[config.mk]
export PLATFORM = sky130hd
export DESIGN_NAME = rom_rd_arbiter_flat
export DESIGN_NICKNAME = d
export VERILOG_FILES = /design/src/rtl/rom_rd_arbiter_pkg.sv /design/src/rtl/rom_rd_arbiter_if.sv /design/src/rtl/rom_rd_arbiter_rr_pick.sv /design/src/rtl/rom_rd_arbiter.sv /design/src/flat_wrapper.sv
export SDC_FILE = /design/constraint.sdc
export NUM_CORES = 1
export LEC_CHECK = 0
export BUFFER_PORTS_ARGS = -buffer_cell sky130_fd_sc_hd__buf_2
export CORE_MARGIN = 2
export CORE_UTILIZATION = 34
export DETAILED_ROUTE_END_ITERATION = 10
export PLACE_DENSITY = 0.62
export SYNTH_ARGS = -nofsm -noshare
export SYNTH_HDL_FRONTEND = slang
export SYNTH_SLANG_ARGS = --single-unit
export TNS_END_PERCENT = 10
[constraint.sdc]
create_clock -name clk -period 3.2 [get_ports clk]
set_input_delay 0.64 -clock clk [delete_from_list [all_inputs] [get_ports clk]]
set_output_delay 0.64 -clock clk [all_outputs]
set_load 0.05 [all_outputs]
[src/rtl/rom_rd_arbiter_pkg.sv]
// Shared types and constants for the ROM read arbiter.
// The statistics counters are built only when ROM_RD_ARB_STATS_EN is defined.
package rom_arb_pkg;

  // Access sequencing states. The order is accept, issue, capture, respond.
  typedef enum logic [1:0] {
    IDLE  = 2'd0,
    ISSUE = 2'd1,
    CAPT  = 2'd2,
    RESP  = 2'd3
  } state_t;

  // Width of each statistics counter.
  localparam int STAT_W = 16;

  // Increment that sticks at all-ones instead of wrapping.
  function automatic logic [STAT_W-1:0] sat_inc(input logic [STAT_W-1:0] v);
    return (v == '1) ? v : v + STAT_W'(1);
  endfunction

endpackage

[src/rtl/rom_rd_arbiter_if.sv]
// Requester-side bus of the ROM read arbiter.
// The requester side uses modport master and the arbiter uses modport slave.
//
// Handshake rules:
//   Request: a transfer happens in a cycle where req_valid[i] & req_ready[i].
//     req_ready is one-hot and is asserted only while the arbiter is idle.
//     A requester holds req_valid and its req_addr slice until it is accepted.
//   Response: rsp_valid is one-hot. rsp_data and rsp_err are stable while it
//     is high. The response completes in the cycle where
//     rsp_valid[i] & rsp_ready[i]. rsp_ready of the other requesters is ignored.
interface rom_rd_arbiter_if #(
  parameter int N_REQ  = 2,
  parameter int ADDR_W = 8,
  parameter int DATA_W = 4
);
  logic [N_REQ-1:0]        req_valid;
  logic [N_REQ*ADDR_W-1:0] req_addr;
  logic [N_REQ-1:0]        req_ready;
  logic [N_REQ-1:0]        rsp_valid;
  logic [N_REQ-1:0]        rsp_ready;
  logic [DATA_W-1:0]       rsp_data;
  logic                    rsp_err;

  modport master (
    output req_valid, req_addr, rsp_ready,
    input  req_ready, rsp_valid, rsp_data, rsp_err
  );

  modport slave (
    input  req_valid, req_addr, rsp_ready,
    output req_ready, rsp_valid, rsp_data, rsp_err
  );
endinterface

[src/rtl/rom_rd_arbiter_rr_pick.sv]
// Combinational round-robin selector.
// It returns the first requester at or above ptr, wrapping around, that has
// its request bit set.
module rr_pick #(
  parameter int N     = 2,
  parameter int IDX_W = 1
) (
  input  logic [N-1:0]     req,
  input  logic [IDX_W-1:0] ptr,
  output logic [N-1:0]     grant,
  output logic [IDX_W-1:0] idx,
  output logic             any
);

  // Scan from ptr upward and take the first set bit.
  always_comb begin
    int j;
    j     = 0;
    grant = '0;
    idx   = '0;
    any   = 1'b0;
    for (int k = 0; k < N; k++) begin
      j = int'(ptr) + k;
      if (j >= N) j = j - N;
      if (!any && req[j]) begin
        grant[j] = 1'b1;
        idx      = IDX_W'(j);
        any      = 1'b1;
      end
    end
  end

endmodule

[src/rtl/rom_rd_arbiter.sv]
// Round-robin arbiter that shares one synchronous-read ROM among N_REQ requesters.
// Only one access is in flight at a time, and each access takes at least 4 cycles.
// Optional statistics (grant_cnt, err_cnt) are enabled with ROM_RD_ARB_STATS_EN.
module rom_rd_arbiter
  import rom_arb_pkg::*;
#(
  parameter int N_REQ  = 2,
  parameter int ADDR_W = 8,
  parameter int DATA_W = 4,
  parameter int DEPTH  = 8
) (
  input  logic                      clk,
  input  logic                      rst_n,
  rom_rd_arbiter_if.slave           bus,
  output logic                      rom_en,
  output logic [ADDR_W-1:0]         rom_addr,
  input  logic [DATA_W-1:0]         rom_data,
  output state_t                    dbg_state
`ifdef ROM_RD_ARB_STATS_EN
  ,
  output logic [N_REQ*STAT_W-1:0]   grant_cnt,
  output logic [STAT_W-1:0]         err_cnt
`endif
);

  localparam int IDX_W = (N_REQ > 1) ? $clog2(N_REQ) : 1;
  localparam logic [ADDR_W:0] DEPTH_V = (ADDR_W+1)'(DEPTH);

  state_t            state, state_nxt;
  logic [IDX_W-1:0]  ptr;
  logic [IDX_W-1:0]  id_q;
  logic              in_range_q;
  logic [DATA_W-1:0] rsp_data_q;
  logic              rsp_err_q;

  logic [N_REQ-1:0]  pick_grant;
  logic [IDX_W-1:0]  pick_idx;
  logic              pick_any;
  logic [ADDR_W-1:0] addr_sel;
  logic              sel_in_range;
  logic              accept;
  logic              rsp_ack;

  rr_pick #(.N(N_REQ), .IDX_W(IDX_W)) u_pick (
    .req   (bus.req_valid),
    .ptr   (ptr),
    .grant (pick_grant),
    .idx   (pick_idx),
    .any   (pick_any)
  );

  // Select the address slice of the current winner and classify its range.
  always_comb begin
    addr_sel = '0;
    for (int i = 0; i < N_REQ; i++) begin
      if (pick_idx == IDX_W'(i)) addr_sel = bus.req_addr[i*ADDR_W +: ADDR_W];
    end
  end

  assign sel_in_range = ({1'b0, addr_sel} < DEPTH_V);

  // Acknowledge from the requester that owns the pending response.
  always_comb begin
    rsp_ack = 1'b0;
    for (int i = 0; i < N_REQ; i++) begin
      if (id_q == IDX_W'(i)) rsp_ack = bus.rsp_ready[i];
    end
  end

  // FSM state register.
  always_ff @(posedge clk or negedge rst_n) begin
    if (!rst_n) state <= IDLE;
    else        state <= state_nxt;
  end

  // FSM next-state logic and the per-state strobes.
  always_comb begin
    state_nxt     = state;
    accept        = 1'b0;
    rom_en        = 1'b0;
    bus.req_ready = '0;
    bus.rsp_valid = '0;
    case (state)
      IDLE: begin
        // Gate with rst_n so that no grant is visible while in reset.
        if (rst_n) bus.req_ready = pick_grant;
        if (pick_any) begin
          accept    = 1'b1;
          state_nxt = ISSUE;
        end
      end
      ISSUE: begin
        rom_en    = in_range_q;
        state_nxt = CAPT;
      end
      CAPT: state_nxt = RESP;
      RESP: begin
        for (int i = 0; i < N_REQ; i++) bus.rsp_valid[i] = (id_q == IDX_W'(i));
        if (rsp_ack) state_nxt = IDLE;
      end
      default: state_nxt = IDLE;
    endcase
  end

  // Datapath: latch the request at accept, capture ROM data, clear on response ack.
  always_ff @(posedge clk or negedge rst_n) begin
    if (!rst_n) begin
      ptr        <= '0;
      id_q       <= '0;
      in_range_q <= 1'b0;
      rom_addr   <= '0;
      rsp_data_q <= '0;
      rsp_err_q  <= 1'b0;
    end else begin
      if (accept) begin
        id_q       <= pick_idx;
        in_range_q <= sel_in_range;
        // An out-of-range access leaves the ROM address unchanged.
        if (sel_in_range) rom_addr <= addr_sel;
        ptr <= (pick_idx == IDX_W'(N_REQ-1)) ? '0 : pick_idx + IDX_W'(1);
      end
      if (state == CAPT) begin
        rsp_data_q <= in_range_q ? rom_data : '0;
        rsp_err_q  <= !in_range_q;
      end
      if (state == RESP && rsp_ack) rsp_err_q <= 1'b0;
    end
  end

  assign bus.rsp_data = rsp_data_q;
  assign bus.rsp_err  = rsp_err_q;
  assign dbg_state    = state;

`ifdef ROM_RD_ARB_STATS_EN
  // Saturating per-requester grant counters and the out-of-range counter.
  always_ff @(posedge clk or negedge rst_n) begin
    if (!rst_n) begin
      grant_cnt <= '0;
      err_cnt   <= '0;
    end else if (accept) begin
      for (int i = 0; i < N_REQ; i++) begin
        if (pick_idx == IDX_W'(i))
          grant_cnt[i*STAT_W +: STAT_W] <= sat_inc(grant_cnt[i*STAT_W +: STAT_W]);
      end
      if (!sel_in_range) err_cnt <= sat_inc(err_cnt);
    end
  end
`endif

endmodule
[src/flat_wrapper.sv]
// flat-port wrapper written by rule: the top's interface ports become plain ports
module rom_rd_arbiter_flat import rom_arb_pkg::*;
#(
  parameter int N_REQ  = 2,
  parameter int ADDR_W = 8,
  parameter int DATA_W = 4,
  parameter int DEPTH  = 8
)
  (clk, rst_n, rom_en, rom_addr, rom_data, dbg_state, bus_req_valid, bus_req_addr, bus_rsp_ready, bus_req_ready, bus_rsp_valid, bus_rsp_data, bus_rsp_err);
  rom_rd_arbiter_if #(.N_REQ(N_REQ), .ADDR_W(ADDR_W), .DATA_W(DATA_W)) bus_i ();
  input  logic clk;
  input  logic rst_n;
  output logic rom_en;
  output logic [ADDR_W-1:0] rom_addr;
  input  logic [DATA_W-1:0] rom_data;
  output state_t dbg_state;
  input wire logic [$bits(bus_i.req_valid)-1:0] bus_req_valid;
  input wire logic [$bits(bus_i.req_addr)-1:0] bus_req_addr;
  input wire logic [$bits(bus_i.rsp_ready)-1:0] bus_rsp_ready;
  output wire logic [$bits(bus_i.req_ready)-1:0] bus_req_ready;
  output wire logic [$bits(bus_i.rsp_valid)-1:0] bus_rsp_valid;
  output wire logic [$bits(bus_i.rsp_data)-1:0] bus_rsp_data;
  output wire logic [$bits(bus_i.rsp_err)-1:0] bus_rsp_err;
  assign bus_i.req_valid = bus_req_valid;
  assign bus_i.req_addr = bus_req_addr;
  assign bus_i.rsp_ready = bus_rsp_ready;
  assign bus_req_ready = bus_i.req_ready;
  assign bus_rsp_valid = bus_i.rsp_valid;
  assign bus_rsp_data = bus_i.rsp_data;
  assign bus_rsp_err = bus_i.rsp_err;
  rom_rd_arbiter #(.N_REQ(N_REQ), .ADDR_W(ADDR_W), .DATA_W(DATA_W), .DEPTH(DEPTH)) u_core (.clk(clk), .rst_n(rst_n), .bus(bus_i), .rom_en(rom_en), .rom_addr(rom_addr), .rom_data(rom_data), .dbg_state(dbg_state));
endmodule
==> impl_summary.txt, run 1 <==
----------------------------------------------------
[Outcome]
  Run status ... completed

[Floorplanning]
  Die Y-Extent ... 55.4 um
  I/O pin count ... 46
  Placement row count ... 18
  Initial cell density of the core ... 0.359
  Core region area ... 2500 um^2
  Die width ... 55.4 um
  Die outline area ... 3070 um^2

[Clock network]
  Skew-Pair Late Insertion Delay ... 0.29 ns
  Clock H-tree levels ... 1
  Number of hold buffers added after CTS ... 0
  Total CTS buffers ... 3
  PostCTS Resize Cnt ... 0
  Buffer type at the clock tree root ... clkbuf_4
  Number of post-CTS setup repair buffers ... 0
  Maximum clock insertion buffer count ... 2
  Number of clock sinks ... 18
  Clock transition at the registers of the reported paths ... 0.10 ns
  CTS tree ... yes

[Global route]
  Met2 track demand over resource ... 0.221
  Initial antenna violation count ... 0
  Grt met3 use ... 0.0304
  Pin count of the biggest net entering global routing ... 21
  Gr usage total ... 0.125
  Met1 global-route usage ... 0.143
  Total global routing overflow ... 0
  Wire length of the first global-routing pass ... 3080 um
  Most used routing layer in global routing ... met2
  Number of global-route vias before repair ... 716

[Logic synthesis]
  Cell area after synthesis ... 898 um^2
  Post-synth top area cell ... dfrtp_1
  Mean post-synth cell area ... 10.8 um^2
  FF+latch count, synth ... 18
  Post-Syn Nets ... 113
  Primary flip-flop cell chosen by synthesis mapping ... dfrtp_1
  Number of standard cells after synthesis ... 83
  Proportion of synthesized flip-flops having asynchronous set or reset ... 1.00
  Share of the synthesized area in the top cell type ... 0.501
  Ys Warns ... 0
  Share of the yosys chip area belonging to registers ... 0.501
  Area contributors post-synth ... dfrtp_1, ha_1, mux2_2
  Number of distinct library cells after synthesis ... 23
  Number of synthesized flops with an enable pin ... 0

[Critical path]
  CP Data Arrival Time ... 1.63 ns
  Required time of the critical path ... 2.56 ns
  Worst-path fanout max ... 8
  Largest stage delay on the critical path ... 0.44 ns
  Worst-case reg-to-reg path depth ... 6
  Worst Setup Start Kind ... flip-flop
  CP max stage cell ... dfrtp_1
  Buffering stage count on the worst path with inverters included ... 2
  CP Depth ... 5
  Cell-by-cell trace of the critical path ... inv_1 -> ha_1 -> nand3_1 -> a21oi_1 -> buf_2
  Crit path max-delay family ... flip-flops
  Element type at the critical path end ... output port
  Type of the setup path with the least slack ... reg2out

[Detailed routing]
  Average via count per standard cell ... 4.80
  Number of nets still failing antenna checks after routing ... 0
  Total via count after detailed routing ... 763
  Final routed wirelength across all metal layers ... 1840 um
  Detailed-router iteration count before antenna repair ... 4
  DR DRC count ... 0
  Routed length per instance ... 11.6 um
  Number of DRC markers in iteration 0 ... 9

[Finish]
  Fin cells ... 159
  Most frequent standard cell in the layout excluding fill and tap cells ... buf_2
  Final core utilization ... 0.471
  Final net count ... 160
  Most frequent cells in the layout ... buf_2, dfrtp_1, nand2_1
  Fraction of final layout cells with drive strength greater than 1 ... 0.504
  Post-route cell area ... 1180 um^2
  Synth-to-Final Area Change ... 31.2%
  Diodes inserted ... 0
  Number of fill cells ... 246

[Timing]
  Total count of hold-check failures in the final report ... 0
  F_max ... 440 MHz
  Number of pins with negative max-slew slack in the final report ... 0
  Setup skew after layout ... 0.00274 ns
  Headroom to the max-slew limit ... 0.723
  Final setup violation count ... 0
  RSZ-0062 raised after global routing ... no
  Share of the cycle needed by the critical path after routing ... 0.710
  Setup_tns ... 0 ns
  Min cycle time layout ... 2.27 ns
  Worst hold slack after final layout ... 0.271 ns
  Transition time at the pin with the least slew margin ... 0.415 ns
  Post-layout worst setup margin ... 0.927 ns

[Pwr]
  Maximum VDD drop ... 529 uV
  Total Power Consumption ... 0.967 mW
  Power density relative to cell area ... 820 nW/um^2
  Static leakage ... 0.647 nW

[Placed design]
  Input/output buffers ... 45
  DP HPWL ... 1520 um
  Final GP Congestion ... 0.717
  Area after detailed placement ... 1140 um^2
  Worst setup slack after placement ... 1.01 ns
  Number of placed instances with taps included ... 155

[Hold path]
  HP Class ... in2async

[Flow run]
  Maxcap violations ... 0

----------------------------------------------------
power breakdown:
part           internal (mW)  total [mW]  switching (mW)
Combinational          0.158       0.495           0.337
Clock                 0.0693       0.134          0.0649
Sequential             0.287       0.337          0.0508
Total                  0.514       0.967           0.453
per-layer routing:
metal / part of all wire / vias to the layer above
met4: 0.016 / 0
met2: 0.53 / 31
li1: - / 373
met5: 0 / -
met3: 0.062 / 4
met1: 0.39 / 355
path summary, 6_finish.rpt:
kind | slack [ns] | endpoint | start
setup / recovery | 0.93 | bus_req_ready[0] | u_core.dbg_state[0]$_DFFE_PN0P_
hold / removal | 0.27 | u_core.id_q$_DFFE_PN0P_ | rst_n
setup reg to reg | 1.32 | u_core.rom_addr[1]$_DFFE_PN0P_ | u_core.dbg_state[0]$_DFFE_PN0P_
hold reg to reg | 0.51 | u_core.rom_addr[3]$_DFFE_PN0P_ | u_core.rom_addr[3]$_DFFE_PN0P_
max in group asynchronous | 2.64 | u_core.bus.rsp_data[0]$_DFFE_PN0P_ | rst_n
min in group clk | 0.51 | u_core.rom_addr[3]$_DFFE_PN0P_ | u_core.rom_addr[3]$_DFFE_PN0P_
sequential cells by signal (all words and copies together) (netlist names):
register,cells
u_core.rom_addr,8
u_core.bus.rsp_data,4
u_core.dbg_state,2
u_core.bus.rsp_err,1
u_core.id_q,1
u_core.in_range_q,1
u_core.ptr,1
cell type report:
cell class                 count  area, um^2  share of cell area
sequential                    18         450               0.382
clock buffer                   4        36.3              0.0308
tap                           30        37.5              0.0318
multi-input combinational     55         403               0.342
timing repair buffer          45         225               0.191
inverter                       7        26.3              0.0223
Yosys cell counts (2+ instances only):
cell / instances
a21oi_1: 4
ha_1: 4
and2_2: 5
nand3_1: 6
dfrtp_1: 18
nor2_1: 4
nand2_1: 8
and2_1: 3
o21ai_0: 5
inv_1: 7
mux2_2: 4
clkbuf_1: 2
mux2_4: 3
logic make-up after synthesis:
kind of cell             count (synthesis)  synth area share
flip-flops                              18             0.501
AND/OR/NAND/NOR                         30             0.178
adder cells (fa/ha/maj)                  4            0.0557
multiplexers                             8             0.111
AO/OA/AOI/OAI                           13             0.103
buffers and inverters                   10            0.0501
(Power assumes the default switching activity.)
==> run 2: changes to the inputs <==
clock period = 2.2 ns   (was 3.2 ns; I/O delays follow)
==> impl_summary.txt, run 2 (same netlist as run 1, synthesis figures left out) <==
----------------------------------------------------
[Pwr]
  Fraction of power spent switching nets ... 0.467 (-0.00124)
  Sequential group share of total power ... 0.349 (about the same)
  Total Power Consumption ... 1.41 mW (+46%)
  Clock network fraction of design power ... 0.142 (+0.003)
  Power density relative to cell area ... 1170 nW/um^2 (+43%)
  Combinational Power Share ... 0.509 (-0.003)
  Maximum VDD drop ... 742 uV (+40%)
  Switch Pwr ... 0.659 mW (+45%)
  Int Pwr ... 0.750 mW (+46%)
  Static leakage ... 0.655 nW (+1.2%)

[Detailed routing]
  Final routed wirelength across all metal layers ... 1800 um (-2.3%)
  Routed length per instance ... 11.2 um (-3.5%)
  Total via count after detailed routing ... 749 (-1.8%)
  Number of nets still failing antenna checks after routing ... 0 (unchanged)
  Detailed route wirelength on metal3 ... 120 um (+5.3%)
  Detailed-router iteration count before antenna repair ... 4 (unchanged)
  Routed wire length on met2 ... 879 um (-9.8%)
  Uppermost metal layer occupied by signal nets ... met4
  Average via count per standard cell ... 4.65 (-3.1%)
  Number of DRC markers in iteration 0 ... 11 (+2)
  Post-Route M1 WL ... 770 um (+6.4%)
  DR DRC count ... 0 (unchanged)

[Global route]
  Initial antenna violation count ... 0 (unchanged)
  Pin count of the biggest net entering global routing ... 12 (-43%)
  Wire length of the first global-routing pass ... 3170 um (+2.9%)
  Number of global-route vias before repair ... 730 (+2.0%)
  Gr usage total ... 0.131 (+0.00585)
  Total global routing overflow ... 0 (unchanged)

[Finish]
  Synth-to-Final Area Change ... 33.8%
  Fraction of final layout cells with drive strength greater than 1 ... 0.511 (+0.00757)
  Most frequent cells in the layout ... buf_2, dfrtp_1, nand2_1
  Final net count ... 162 (+1.3%)
  Reg with most FFs ... u_core.rom_addr
  Most frequent standard cell in the layout excluding fill and tap cells ... buf_2
  Flip-flop count of the largest register, all copies and words added ... 8 (unchanged)
  Fin cells ... 161 (+1.3%)
  Final core utilization ... 0.481 (+0.00951)
  Diodes inserted ... 0 (unchanged)
  Number of fill cells ... 245 (-0.41%)
  Post-route cell area ... 1200 um^2 (+2.0%)

[Critical path]
  Cell-by-cell trace of the critical path ... dlygate4sd3_1 -> buf_2 -> nand3_1 -> a21oi_2 -> clkbuf_4
  Crit path max-delay family ... buffers and inverters
  Startpoint of the worst setup timing path ... rst_n
  Required time of the critical path ... 1.76 ns (-0.80 ns)
  Worst-path fanout max ... 10 (+2)
  Element type at the critical path end ... output port
  Type of the setup path with the least slack ... in2out
  Worst Setup Start Kind ... input port
  CP max stage cell ... dlygate4sd3_1
  CP Data Arrival Time ... 1.65 ns (+0.02 ns)
  Critical R2R Launch ... u_core.dbg_state[0]$_DFFE_PN0P_
  Largest stage delay on the critical path ... 0.52 ns (+0.08 ns)
  Buffering stage count on the worst path with inverters included ... 3 (+1)

[Hold path]
  Worst Hold Launch ... rom_data[0]
  HP Class ... in2reg

[Clock network]
  Number of clock sinks ... 18 (unchanged)
  Maximum clock insertion buffer count ... 2 (unchanged)
  Total CTS buffers ... 3 (unchanged)
  CTS tree ... yes
  Buffer type at the clock tree root ... clkbuf_4
  Skew-Pair Late Insertion Delay ... 0.29 ns (about the same)
  Clock H-tree levels ... 1 (unchanged)
  Clock transition at the registers of the reported paths ... 0.10 ns (about the same)

[Placed design]
  Final GP Congestion ... 0.737 (+2.8%)
  Area after detailed placement ... 1150 um^2 (+0.99%)
  Input/output buffers ... 45 (unchanged)
  DP HPWL ... 1450 um (-4.3%)
  Number of placed instances with taps included ... 156 (+0.65%)

[Floorplanning]
  Die Y-Extent ... 55.4 um (unchanged)
  Die outline area ... 3070 um^2 (unchanged)
  I/O pin count ... 46 (unchanged)
  Die width ... 55.4 um (unchanged)
  Core region area ... 2500 um^2 (unchanged)
  Placement row count ... 18 (unchanged)
  Initial cell density of the core ... 0.359 (unchanged)

[Timing]
  Transition time at the pin with the least slew margin ... 0.354 ns (-0.0613 ns)
  Min cycle time layout ... 2.09 ns
  F_max ... 479 MHz
  RSZ-0062 raised after global routing ... no
  Headroom to the max-slew limit ... 0.761 (+0.0383)
  Share of the cycle needed by the critical path after routing ... 0.950
  Number of pins with negative max-slew slack in the final report ... 0 (unchanged)
  Setup skew after layout ... 0.00191 ns (-0.000836 ns)
  Total count of hold-check failures in the final report ... 0 (unchanged)
  Final setup violation count ... 0 (unchanged)

[Outcome]
  Run status ... completed

[Flow run]
  Maxcap violations ... 0 (unchanged)

----------------------------------------------------
[run 2: worst paths after layout]
path / end / slack, ns / cells after the start
worst max-delay path: bus_req_ready[0] / 0.11 / 5
worst min-delay path: u_core.bus.rsp_data[0]$_DFFE_PN0P_ / 0.38 / 3
worst max register to register: u_core.rom_addr[0]$_DFFE_PN0P_ / 0.36 / 6
worst min register to register: u_core.rom_addr[5]$_DFFE_PN0P_ / 0.50 / 1
max in group asynchronous: u_core.id_q$_DFFE_PN0P_ / 1.28 / 3
min in group asynchronous: u_core.bus.rsp_data[1]$_DFFE_PN0P_ / 0.52 / 2
[run 2: metrics by stage]
step	hold WS [ns]	setup TNS, ns	worst slack [ns]
global placement	0.302	0	0.417
finish	0.380	0	0.110
CTS	0.376	0	0.0636
floorplan	0.144	-0.0545	-0.0545
global route	0.384	0	0.0284
detailed placement	0.305	0	0.379
[run 2: metal layers]
layer | vias up | track usage
met2 | 30 | 0.213
met1 | 339 | 0.155
met4 | 0 | 0.0767
met5 | - | 0
li1 | 378 | -
met3 | 2 | 0.0351
[run 2: worst min-delay path, cell delays in order]
cell and delay (ns):
buf_2 0.07, nand3_1 0.06, o21ai_0 0.07
[run 2: cell type report]
cell class	count	area, um^2	area share
flip-flops and latches	18	450	0.375
multi-input cells	55	407	0.338
repair buffers	47	245	0.204
well taps	30	37.5	0.0312
clock buffers	4	36.3	0.0302
inverters	7	26.3	0.0219
[run 2: timing repair]
item                                    4_1_cts  5_1_grt
endpoints found under the hold margin         7        0
hold buffers                                  1        0
resized for setup                             0        1
setup buffers                                 0        0
endpoints found under the setup margin        0        1
[run 2: power groups by stage]
stage / Combinational [mW] / Sequential [mW] / Clock [mW]
after floorplan: 0.337 / 0.709 / 0
after global placement: 0.709 / 0.497 / 0
after detailed placement: 0.723 / 0.498 / 0
after CTS: 0.723 / 0.493 / 0.207
after global routing: 0.774 / 0.505 / 0.227
final: 0.717 / 0.491 / 0.201
